### config.mk
export PLATFORM = sky130hd
export DESIGN_NAME = mux_nxmx1_pipe
export DESIGN_NICKNAME = d
export VERILOG_FILES = /design/src/rtl/mux_pkg.sv /design/src/rtl/mux_tree_levels.sv /design/src/rtl/mux_nxmx1_pipe.sv
export SDC_FILE = /design/constraint.sdc
export NUM_CORES = 1
export LEC_CHECK = 0
export ABC_AREA = 1
export BUFFER_PORTS_ARGS = -buffer_cell sky130_fd_sc_hd__buf_2
export CORE_AREA = 2 2 431 433
export CTS_BUF_LIST = sky130_fd_sc_hd__clkbuf_4 sky130_fd_sc_hd__clkbuf_8
export DETAILED_ROUTE_END_ITERATION = 7
export DIE_AREA = 0 0 433 435
export GPL_ROUTABILITY_DRIVEN = 1
export GPL_TIMING_DRIVEN = 0
export PLACE_DENSITY = 0.38
export SYNTH_ARGS = -nofsm -noshare
export SYNTH_HDL_FRONTEND = slang
export SYNTH_HIERARCHICAL = 1
export SYNTH_SLANG_ARGS = --single-unit
### constraint.sdc
create_clock -name clk_i -period 1.4 [get_ports clk_i]
set_input_delay 0.28 -clock clk_i [delete_from_list [all_inputs] [get_ports clk_i]]
set_output_delay 0.28 -clock clk_i [all_outputs]
set_load 0.01 [all_outputs]
### src/rtl/mux_pkg.sv
// Shared sizing helpers for the pipelined wide-mux family.
package mux_pkg;

    // Number of register stages needed to cover l tree levels at lps levels each.
    function automatic int mux_stages(int l, int lps);
        return (l + lps - 1) / lps;
    endfunction

    // Entry count of the full radix-2 tree that covers w inputs.
    function automatic int mux_pad_width(int w);
        return 1 << $clog2(w);
    endfunction

endpackage

### src/rtl/mux_tree_levels.sv
// Combinational slice of a radix-2 mux tree: ENTRIES inputs reduced by LEVELS select bits.
module mux_tree_levels #(
    parameter int unsigned LEVELS  = 2,
    parameter int unsigned ENTRIES = 16,
    parameter int unsigned WIDTH   = 64
) (
    input  logic [ENTRIES-1:0][WIDTH-1:0]             data_i,
    input  logic [LEVELS-1:0]                         sel_i,
    output logic [(ENTRIES >> LEVELS)-1:0][WIDTH-1:0] data_o
);

    // Level j holds ENTRIES >> j nodes; node i picks between children 2i and 2i+1.
    for (genvar j = 0; j <= LEVELS; j++) begin : g_lvl
        localparam int unsigned N = ENTRIES >> j;
        logic [N-1:0][WIDTH-1:0] node;

        if (j == 0) begin : g_leaf
            assign node = data_i;
        end else begin : g_inner
            for (genvar i = 0; i < N; i++) begin : g_node
                assign node[i] = sel_i[j-1] ? g_lvl[j-1].node[2*i+1]
                                            : g_lvl[j-1].node[2*i];
            end
        end
    end

    assign data_o = g_lvl[LEVELS].node;

endmodule

### src/rtl/mux_nxmx1_pipe.sv
// Pipelined N-bit M-to-1 mux with valid/ready handshake; the tree is cut by a register
// bank every LEVELS_PER_STAGE levels, and select bits and tag ride along with the data.
module mux_nxmx1_pipe
    import mux_pkg::*;
#(
    parameter int unsigned INPUT_LENGTH     = 64,
    parameter int unsigned INPUT_WIDTH      = 16,
    parameter int unsigned SELECT_WIDTH     = $clog2(INPUT_WIDTH),
    parameter int unsigned LEVELS_PER_STAGE = 2,
    parameter int unsigned TAG_WIDTH        = 4
) (
    input  logic                                    clk_i,
    input  logic                                    rst_ni,
    input  logic [INPUT_WIDTH-1:0][INPUT_LENGTH-1:0] inputs_i,
    input  logic [SELECT_WIDTH-1:0]                 selects_i,
    input  logic [TAG_WIDTH-1:0]                    tag_i,
    input  logic                                    valid_i,
    output logic                                    ready_o,
    output logic [INPUT_LENGTH-1:0]                 outputs_o,
    output logic [TAG_WIDTH-1:0]                    tag_o,
    output logic                                    valid_o,
    input  logic                                    ready_i
);

    localparam int unsigned L   = SELECT_WIDTH;
    localparam int unsigned PAD = mux_pad_width(INPUT_WIDTH);
    localparam int unsigned S   = mux_stages(L, LEVELS_PER_STAGE);

    logic                             advance_c;
    logic [PAD-1:0][INPUT_LENGTH-1:0] padded_c;

    // Missing tree leaves read as zero, which is what an out-of-range select returns.
    if (PAD > INPUT_WIDTH) begin : g_pad
        assign padded_c = {{((PAD - INPUT_WIDTH) * INPUT_LENGTH){1'b0}}, inputs_i};
    end else begin : g_nopad
        assign padded_c = inputs_i;
    end

    for (genvar s = 0; s < S; s++) begin : g_stage
        localparam int unsigned LO    = s * LEVELS_PER_STAGE;
        localparam int unsigned LVL   = ((L - LO) < LEVELS_PER_STAGE) ? (L - LO) : LEVELS_PER_STAGE;
        localparam int unsigned N_IN  = PAD >> LO;
        localparam int unsigned N_OUT = N_IN >> LVL;
        localparam int unsigned REM   = L - LO - LVL;

        logic [N_IN-1:0][INPUT_LENGTH-1:0]  data_in_c;
        logic [L-LO-1:0]                    sel_in_c;
        logic [TAG_WIDTH-1:0]               tag_in_c;
        logic                               valid_in_c;
        logic [N_OUT-1:0][INPUT_LENGTH-1:0] data_d;
        logic [N_OUT-1:0][INPUT_LENGTH-1:0] data_q;
        logic [TAG_WIDTH-1:0]               tag_q;
        logic                               valid_q;

        if (s == 0) begin : g_src_in
            assign data_in_c  = padded_c;
            assign sel_in_c   = selects_i;
            assign tag_in_c   = tag_i;
            assign valid_in_c = valid_i;
        end else begin : g_src_prev
            assign data_in_c  = g_stage[s-1].data_q;
            assign sel_in_c   = g_stage[s-1].g_sel.sel_q;
            assign tag_in_c   = g_stage[s-1].tag_q;
            assign valid_in_c = g_stage[s-1].valid_q;
        end

        mux_tree_levels #(
            .LEVELS  (LVL),
            .ENTRIES (N_IN),
            .WIDTH   (INPUT_LENGTH)
        ) u_tree (
            .data_i (data_in_c),
            .sel_i  (sel_in_c[LVL-1:0]),
            .data_o (data_d)
        );

        always_ff @(posedge clk_i or negedge rst_ni) begin
            if (!rst_ni) begin
                valid_q <= 1'b0;
            end else if (advance_c) begin
                valid_q <= valid_in_c;
            end
        end

        // Payload only toggles for real beats; bubbles leave it untouched.
        always_ff @(posedge clk_i or negedge rst_ni) begin
            if (!rst_ni) begin
                data_q <= '0;
                tag_q  <= '0;
            end else if (advance_c && valid_in_c) begin
                data_q <= data_d;
                tag_q  <= tag_in_c;
            end
        end

        if (REM > 0) begin : g_sel
            logic [REM-1:0] sel_d;
            logic [REM-1:0] sel_q;

            assign sel_d = sel_in_c[L-LO-1:LVL];

            always_ff @(posedge clk_i or negedge rst_ni) begin
                if (!rst_ni) begin
                    sel_q <= '0;
                end else if (advance_c && valid_in_c) begin
                    sel_q <= sel_d;
                end
            end
        end
    end

    assign valid_o   = g_stage[S-1].valid_q;
    assign outputs_o = g_stage[S-1].data_q[0];
    assign tag_o     = g_stage[S-1].tag_q;

    // Whole pipe moves in lockstep whenever the output slot can be vacated or is empty.
    assign advance_c = ready_i | ~valid_o;
    assign ready_o   = advance_c;

endmodule

**Word-level counts from Yosys, hierarchy flattened**

Cells that the tools add are included.

- Bitwise logic cells: 2
- Reduce and logical (&&, ||, !) cells: 2
- Mux-type cells: 15

Operators by type and width:

| cell | count |
|---|---|
| $mux W64 | 15 |
| $logic_and A1 B1 Y1 | 2 |
| $not A1 Y1 | 1 |
| $or A1 B1 Y1 | 1 |

- Logic and storage cells: 29
- Output and inout bits: 70
- Flip-flop bits (word level): 332

**Depth between registers and ports, before layout**

Gate-level depths: netlist of the first run.

- Depth in word-level cells: 3
- Depth in mapped cells: 9
- Mapped depth without buffers: 6

**By module**

The synthesis of the first run kept the hierarchy.

By module, submodules not included:

| module | area an instance (µm²) | times used | cells each | sequential area each (µm²) |
|---|---|---|---|---|
| mux_nxmx1_pipe | 13098.8 | 1 | 1439 | 8308.0 |
| mux_tree_levels (g_stage[0].u_tree) | 12336.8 | 1 | 2988 | 0.0 |
| mux_tree_levels (g_stage[1].u_tree) | 3020.4 | 1 | 747 | 0.0 |

**Least setup slack after synthesis of the first run**

OpenSTA, ideal clock, no wires.

- Path kind: register -> register
- Start: register g_stage[1].valid_q, in the netlist valid_o
- End: register g_stage[1].data_q, in the netlist outputs_o[39]
- Stages on the path, launching flop included: 8
- Data arrival time: 1.068 ns
- Library setup time: 0.117 ns
- Period minus slack after synthesis: 1.185 ns
- Setup slack: 0.215 ns
- Path buffers: 3
- Cell sequence: dfrtp_1 -> nand2_1 -> buf_4 -> nand2_2 -> buf_4 -> buf_6 -> nand2_1 -> nand2_1

- Cells in the longest elaborated chain, start to end: 3

RTL lines:

| item | RTL line | RTL |
|---|---|---|
| start: declaration | mux_nxmx1_pipe.sv:53 | `logic valid_q;` |
| start signal: assignment | mux_nxmx1_pipe.sv:81 | `valid_q <= valid_in_c;` |
| $not A1 Y1 | mux_nxmx1_pipe.sv:117 | `assign advance_c = ready_i \| ~valid_o;` |
| $or A1 B1 Y1 | mux_nxmx1_pipe.sv:117 |  |
| $logic_and A1 B1 Y1 | mux_nxmx1_pipe.sv:90 | `end else if (advance_c && valid_in_c) begin` |
| end signal: assignment | mux_nxmx1_pipe.sv:91 | `data_q <= data_d;` |
| end: declaration | mux_nxmx1_pipe.sv:51 | `logic [N_OUT-1:0][INPUT_LENGTH-1:0] data_q;` |

No other way between the ends.
A chain may end at the register's enable or synchronous reset.

**Final worst setup path of the first run**

- Start: register g_stage[1].valid_q, in the netlist valid_o
- End: output port ready_o

- Cells in the longest elaborated chain, start to end: 2

RTL lines:

| item | RTL line | RTL |
|---|---|---|
| $not A1 Y1 | mux_nxmx1_pipe.sv:117 |  |
| $or A1 B1 Y1 | mux_nxmx1_pipe.sv:117 |  |
| end: declaration | mux_nxmx1_pipe.sv:18 | `output logic ready_o,` |

No other way between the ends.

==> results of run 1 <==
==> per-layer routing <==
metal	vias to the layer above	GRT usage (%)	routed length, um
met1	18070	27.31	90750
met5	-	0	13
met3	196	3.293	11060
met2	1184	38.33	104900
li1	18810	-	-
met4	2	4.004	4144
==> per-stage QoR <==
stage / setup slack (ps) / TNS (ps) / hold WS (ps)
after CTS: -583.1 / -130880 / -512.2
final: -458.5 / -97390 / -441.9
after global routing: -579.8 / -125680 / -472.2
after floorplan: 214.9 / 0 / -15.59
after detailed placement: -1037 / -258850 / 339.8
after global placement: -7598 / -2709850 / 451.0
==> logic make-up after synthesis <==
group                  count (synthesis)
flip-flops                           332
AND/OR/NAND/NOR                     3234
buffers and inverters               1607
AO/OA/AOI/OAI                          1
==> placed cells by master (no fill, tap or decap), drive strengths merged <==
cell type	synthesis	routed
nand3	970	970
clkinv	0	11
diode	0	31
buf	303	1415
dlygate4sd3	0	664
o21ai	1	1
nand2	2264	2264
clkbuf	18	153
dfrtp	332	332
clkinvlp	0	4
inv	1286	1289
bufinv	0	3
==> worst max-delay path: stages, from the launching register on <==
cell	delay, ps
dfrtp_2	430
nand2_4	80
buf_12	130
buf_8	110
buf_6	110
==> area by class of cell <==
cell class                 count  area share (%)
sequential                   332           17.71
multi-input combinational   3235           28.97
buffer                       321           5.298
clock buffer                 109           2.903
antenna                       31          0.1653
tap                         2480           6.612
inverter                    1286           10.30
clock inverter                21          0.4399
timing repair buffer        1802           27.60
==> state kept, by name, summed over array words and instances (netlist names) <==
| name | flops |
|---|---|
| tag_o | 4 |
| g_stage.g_sel.sel_q | 2 |
| g_stage.data_q | 256 |
| outputs_o | 64 |
| g_stage.tag_q | 4 |
| valid_o | 1 |
| g_stage.valid_q | 1 |
==> power by group through the flow <==
stage	clock network (mW)	logic [mW]	registers, mW
final	12.2	18.3	12.9
after global routing	13.1	20.3	13.2
after CTS	12.7	17.7	12.9
after detailed placement	0	15.8	13.0
after global placement	0	15.8	13.0
after floorplan	0	7.29	13.2
==> synthesized netlist by cell type <==
| library cell | count | area [sq um] |
|---|---|---|
| nand2_1 | 2263 | 8494 |
| inv_1 | 1282 | 4812 |
| nand3_1 | 970 | 4855 |
| dfrtp_1 | 332 | 8308 |
| buf_2 | 194 | 970.9 |
| buf_4 | 62 | 465.5 |
| buf_6 | 37 | 416.7 |
| clkbuf_1 | 18 | 67.56 |
| buf_1 | 10 | 37.54 |
| inv_2 | 3 | 11.26 |
| inv_4 | 1 | 6.260 |
| nand2_2 | 1 | 6.260 |
| o21ai_0 | 1 | 5.000 |
==> final timing paths <==
| kind | from | to | slack [ps] | depth (start not counted) |
|---|---|---|---|---|
| max | valid_o | ready_o | -460 | 4 |
| min | rst_ni | outputs_o[54] | -440 | 1 |
| max reg2reg | valid_o | tag_o[1] | -450 | 10 |
| min reg2reg | outputs_o[37] | outputs_o[37] | 470 | 2 |
| max in group asynchronous | rst_ni | g_stage[0].data_q[87] | 410 | 3 |
| min in group clk_i | inputs_i[79] | g_stage[0].data_q[15] | 60 | 7 |
==> what timing repair did <==
action / in CTS / in global routing
endpoints found under the hold margin: 294 / 77
resized for setup: 60 / 216
endpoints found under the setup margin: 402 / 401
pin swaps: 1 / 9
buffers inserted: 4 / 13
cloned: 0 / 15
==> metrics, run 1 <==
Finished Layout Cells=9617; vias in the first global route=38870; DR iter-0 viols=2561; Tcrit/Tclk final=132.7%; die area=0.1884 sq mm; largest net degree at the start of global routing=96; DP Cell Count=8760; Initial Util=15.46%; mux cell area share after synthesis=0%; crit path max fanout=2; CTS HTree Levels=3; Netlist Area Pre-Place=0.02846 sq mm; Register Area=0.008312 sq mm; wire length per cell=21.93 um; slew margin rel.=17.17%; CTS tree=yes; Peak VDD IR=0.4769 mV; Combinational Power Share=42.2%; switch share=40.96%; syn_nets=6210; drt total wl=210900 um; Filler cells=21300; Worst EP required=1120 ps; ratio of cells with drive above 1 in the final layout=22.81%; Final Power=43.45 mW; sequential group share of total power=29.8%; clock latency on the worst-skew pair=750 ps; PortBufs=1103; Post-Synthesis Cells=5174; Final #Nets=8086; Final Hold Fails=77; Area growth syn-to-layout=64.92%; clk slew on worst S/H paths=60 ps; clock tree buffer depth=3; Synth cell types=13; failing checks=negative hold slack, negative setup slack; io pins=1106; Int Power=25.65 mW; register bit total from synthesis=332; utilization after layout=25.50%; RSZ-0062 raised after global routing=true; hold slack=-441.9 ps; setup ws final=-458.5 ps; total congestion overflow=0; area post-placement=0.03717 sq mm; Remaining DRCs=0; Syn Area/Cell=5.500 sq um; gpl congestion=0.9260; clk root buf=clkbuf_8; area share of xor/xnor cells in the synthesized design=0%; # rows=158; Synth Area in Simple Gates=46.93%; crit path kind=flip-flop to primary output; clock buffer count from CTS=72; final slew viol count=0; antenna-violating nets left=0; Psw=17.80 mW; Die H=435 um; Synth Area in Adders=0%; clock group share of total power=28.0%; final setup violation count=401; Compound-Gate Fraction of Synth Area=0.01759%; drt pass-1 iters=6; Via Count=38260; initial antenna violation count=63; main combinational cell family by area after synthesis=simple AND/OR/NAND/NOR gates; fmax=538.1 MHz; Clock Skew=33.35 ps; Least-Margin Pin Slew=1242 ps; Startpoint Class=flip-flop; Clock Sink Count=332; final instance area=0.04693 sq mm; Arrival @ worst endpoint=1580 ps; Die W=433 um; Placeable Area=0.1840 sq mm; Warnings, synthesis=6; HPWL Detailed=169800 um; Hold Path Class=primary input to async pin; Avg Vias per Cell=3.979; status=complete, but fails checks; Total GRT Usage=21.52%; Multi-input gate area=0.01359 sq mm; post-synthesis sequential area ratio=29.20%; pwr/cell area=925.8 mW/mm^2; Max-Cap Viols=0; critical path endpoint category=primary output; first-pass GRT wire length=285900 um; Final Critical Period=1858 ps; Leakage=28.93 nW; cts hold-fix bufs=664
No activity file was read; power rests on OpenSTA's default activity.
==> run 2: changes to the inputs <==
- CORE_AREA: 2 2 431 433 -> 10 10 422 424
- DIE_AREA: 0 0 433 435 -> 0 0 432 434
- PLACE_DENSITY: 0.38 -> not set
==> metrics, run 2 (synthesis gave the netlist of run 1 again) <==
status=complete, but fails checks (unchanged); failing checks=negative hold slack, negative setup slack (unchanged); clock latency on the worst-skew pair=700 ps (was 750 ps); Least-Margin Pin Slew=1468 ps (was 1242 ps); final setup violation count=414 (was 401); clk slew on worst S/H paths=70 ps (was 60 ps); Hold Path Class=primary input to async pin (unchanged); critical path endpoint category=flip-flop (was primary output); clk root buf=clkbuf_8 (unchanged); r2r startpoint=valid_o (unchanged); drt total wl=225600 um (was 210900 um); Filler cells=19290 (was 21300); crit path kind=flip-flop to flip-flop (was flip-flop to primary output); DR iter-0 viols=3458 (was 2561); CP bufs+invs=7 (was 3); CP max-delay cell=dfrtp_1 (was dfrtp_2); Via Count=38150 (was 38260); most common cell after layout, fill and taps aside=nand2_1 (unchanged); FF-to-FF path depth=11 (was 10); crit path max fanout=7 (was 2); CTS tree=yes (unchanged); Clock Skew=34.31 ps (was 33.35 ps); Reg with most FFs=g_stage.data_q (unchanged); largest net degree at the start of global routing=111 (was 96); Max-Cap Viols=0 (unchanged); initial antenna violation count=48 (was 63); fmax=531.2 MHz (was 538.1 MHz); RSZ-0062 raised after global routing=true (unchanged); Final #Nets=7615 (was 8086); commonest non-fill, non-tap cells in the layout=2216 x nand2_1, 1282 x inv_1, 1242 x buf_2 (was 2259 x nand2_1, 1282 x inv_1, 1241 x buf_2); Worst path top cell family by delay=buffers and inverters (was flip-flops); Total GRT Usage=22.45% (was 21.52%); clock tree buffer depth=3 (unchanged); Initial Util=16.83% (was 15.46%); Clock Sink Count=332 (unchanged); Final Power=45.02 mW (was 43.45 mW); Leakage=28.00 nW (was 28.93 nW); PortBufs=1103 (unchanged); Placeable Area=0.1691 sq mm (was 0.1840 sq mm); DP Cell Count=8498 (was 8760); first-pass GRT wire length=296000 um (was 285900 um); Startpoint Class=flip-flop (unchanged); Avg Vias per Cell=4.301 (was 3.979); Final Critical Period=1882 ps (was 1858 ps); Die W=432 um (was 433 um); Remaining DRCs=0 (unchanged); pwr/cell area=1008 mW/mm^2 (was 925.8 mW/mm^2); max reg flops=256 (unchanged); Peak VDD IR=0.5724 mV (was 0.4769 mV); io pins=1106 (unchanged); antenna-violating nets left=0 (unchanged); clock buffer count from CTS=70 (was 72); slowest stage delay, CP=400 ps (was 430 ps); hold slack=-30.77 ps (was -441.9 ps); Tcrit/Tclk final=134.5% (was 132.7%); r2r setup slk=-480 ps (was -450 ps); CP Cell Sequence=nand2_4, buf_4, buf_6, buf_6, buf_6, nand2_8, buf_16, buf_16, clkbuf_16, nand2_1, nand2_1 (was nand2_4, buf_12, buf_8, buf_6); Area growth syn-to-layout=56.99% (was 64.92%); Finished Layout Cells=8869 (was 9617); Worst EP required=2000 ps (was 1120 ps); ratio of cells with drive above 1 in the final layout=29.34% (was 22.81%); # rows=151 (was 158); gpl congestion=0.9992 (was 0.9260); total congestion overflow=0 (unchanged); slew margin rel.=2.106% (was 17.17%); crit-path most repeated cell=buf_6; Arrival @ worst endpoint=2490 ps (was 1580 ps); die area=0.1875 sq mm (was 0.1884 sq mm); vias in the first global route=37950 (was 38870); CTS HTree Levels=3 (unchanged); drt pass-1 iters=6 (unchanged); Die H=434 um (was 435 um); HPWL Detailed=180700 um (was 169800 um); setup ws final=-482.5 ps (was -458.5 ps); wire length per cell=25.44 um (was 21.93 um); Final Hold Fails=19 (was 77); R2R Path End=g_stage[0].data_q[54] (was tag_o[1]); final slew viol count=0 (unchanged)
## run 2: changes by cell type in the layout (fill, tap and decap cells not counted), moves of 23 or more
| cell | delta |
|---|---|
| nand2_2 | +38 |
| dlygate4sd3_1 | -556 |
| nand3_4 | +34 |
| buf_16 | +40 |
| buf_12 | +23 |
| nand3_2 | +164 |
| nand2_1 | -43 |
| buf_8 | +41 |
| nand3_1 | -198 |
## run 2: how the worst max path moves through the flow
stage,from,endpoint,slack (ps),depth (start not counted)
3_5_place_dp,selects_i[1],g_stage[0].data_q[126],-1260,7
6_report,valid_o,g_stage[0].data_q[54],-480,11
4_1_cts,valid_o,ready_o,-570,4
3_3_place_gp,rst_ni,g_stage[0].data_q[207],-6930,1
5_1_grt,valid_o,ready_o,-540,4
2_1_floorplan,valid_o,outputs_o[39],210,7
## run 2: metal layers
layer | track usage (%) | share of wire (%) | vias to the layer above
met3 | 3.696 | 6.4 | 260
li1 | - | - | 17900
met4 | 6.256 | 2.8 | 0
met2 | 38.94 | 49 | 1587
met1 | 28.56 | 42 | 18410
met5 | 0 | 0 | -
## run 2: what timing repair did
item	in CTS	in global routing
endpoints found under the hold margin	288	230
pin swaps	129	71
gates resized for setup	515	169
hold buffers	105	7
setup endpoints to repair	402	401
buffers inserted	42	12
cloned	40	27
## run 2: stage by stage
step	worst slack, ps	instance area (sq um)	utilization [%]	TNS (ps)
after floorplan	214.9	28460	-	0
after global placement	-6925	36750	21.73	-2512370
after detailed placement	-1257	36840	21.79	-267780
after CTS	-566.7	43090	25.48	-127950
after global routing	-538.7	44650	26.41	-149820
final	-482.5	44670	26.42	-127270
## run 2: cell type report
cell class	instances	area (sq um)	share of cell area [%]
Clock buffer	99	1287	2.882
Tap cell	2218	2775	6.212
Multi-Input combinational cell	3235	14990	33.55
Sequential cell	332	8310	18.60
Timing Repair Buffer	1336	9336	20.90
Antenna cell	19	47.55	0.1064
Clock inverter	26	279.0	0.6246
Inverter	1286	4835	10.82
Buffer	318	2816	6.305
## run 2: tightest hold or removal path, cell delays in order
cell    delay [ps]
buf_8           70
buf_12          90
buf_12          90
buf_12          90
buf_12         110
buf_16         280
## run 2: power breakdown
group / switching [mW] / internal (mW) / leakage, nW / total [mW]
combinational: 12.5 / 7.53 / 23.1 / 20.0
sequential: 1.23 / 11.7 / 4.11 / 13.0
clock: 5.17 / 6.89 / 0.816 / 12.1
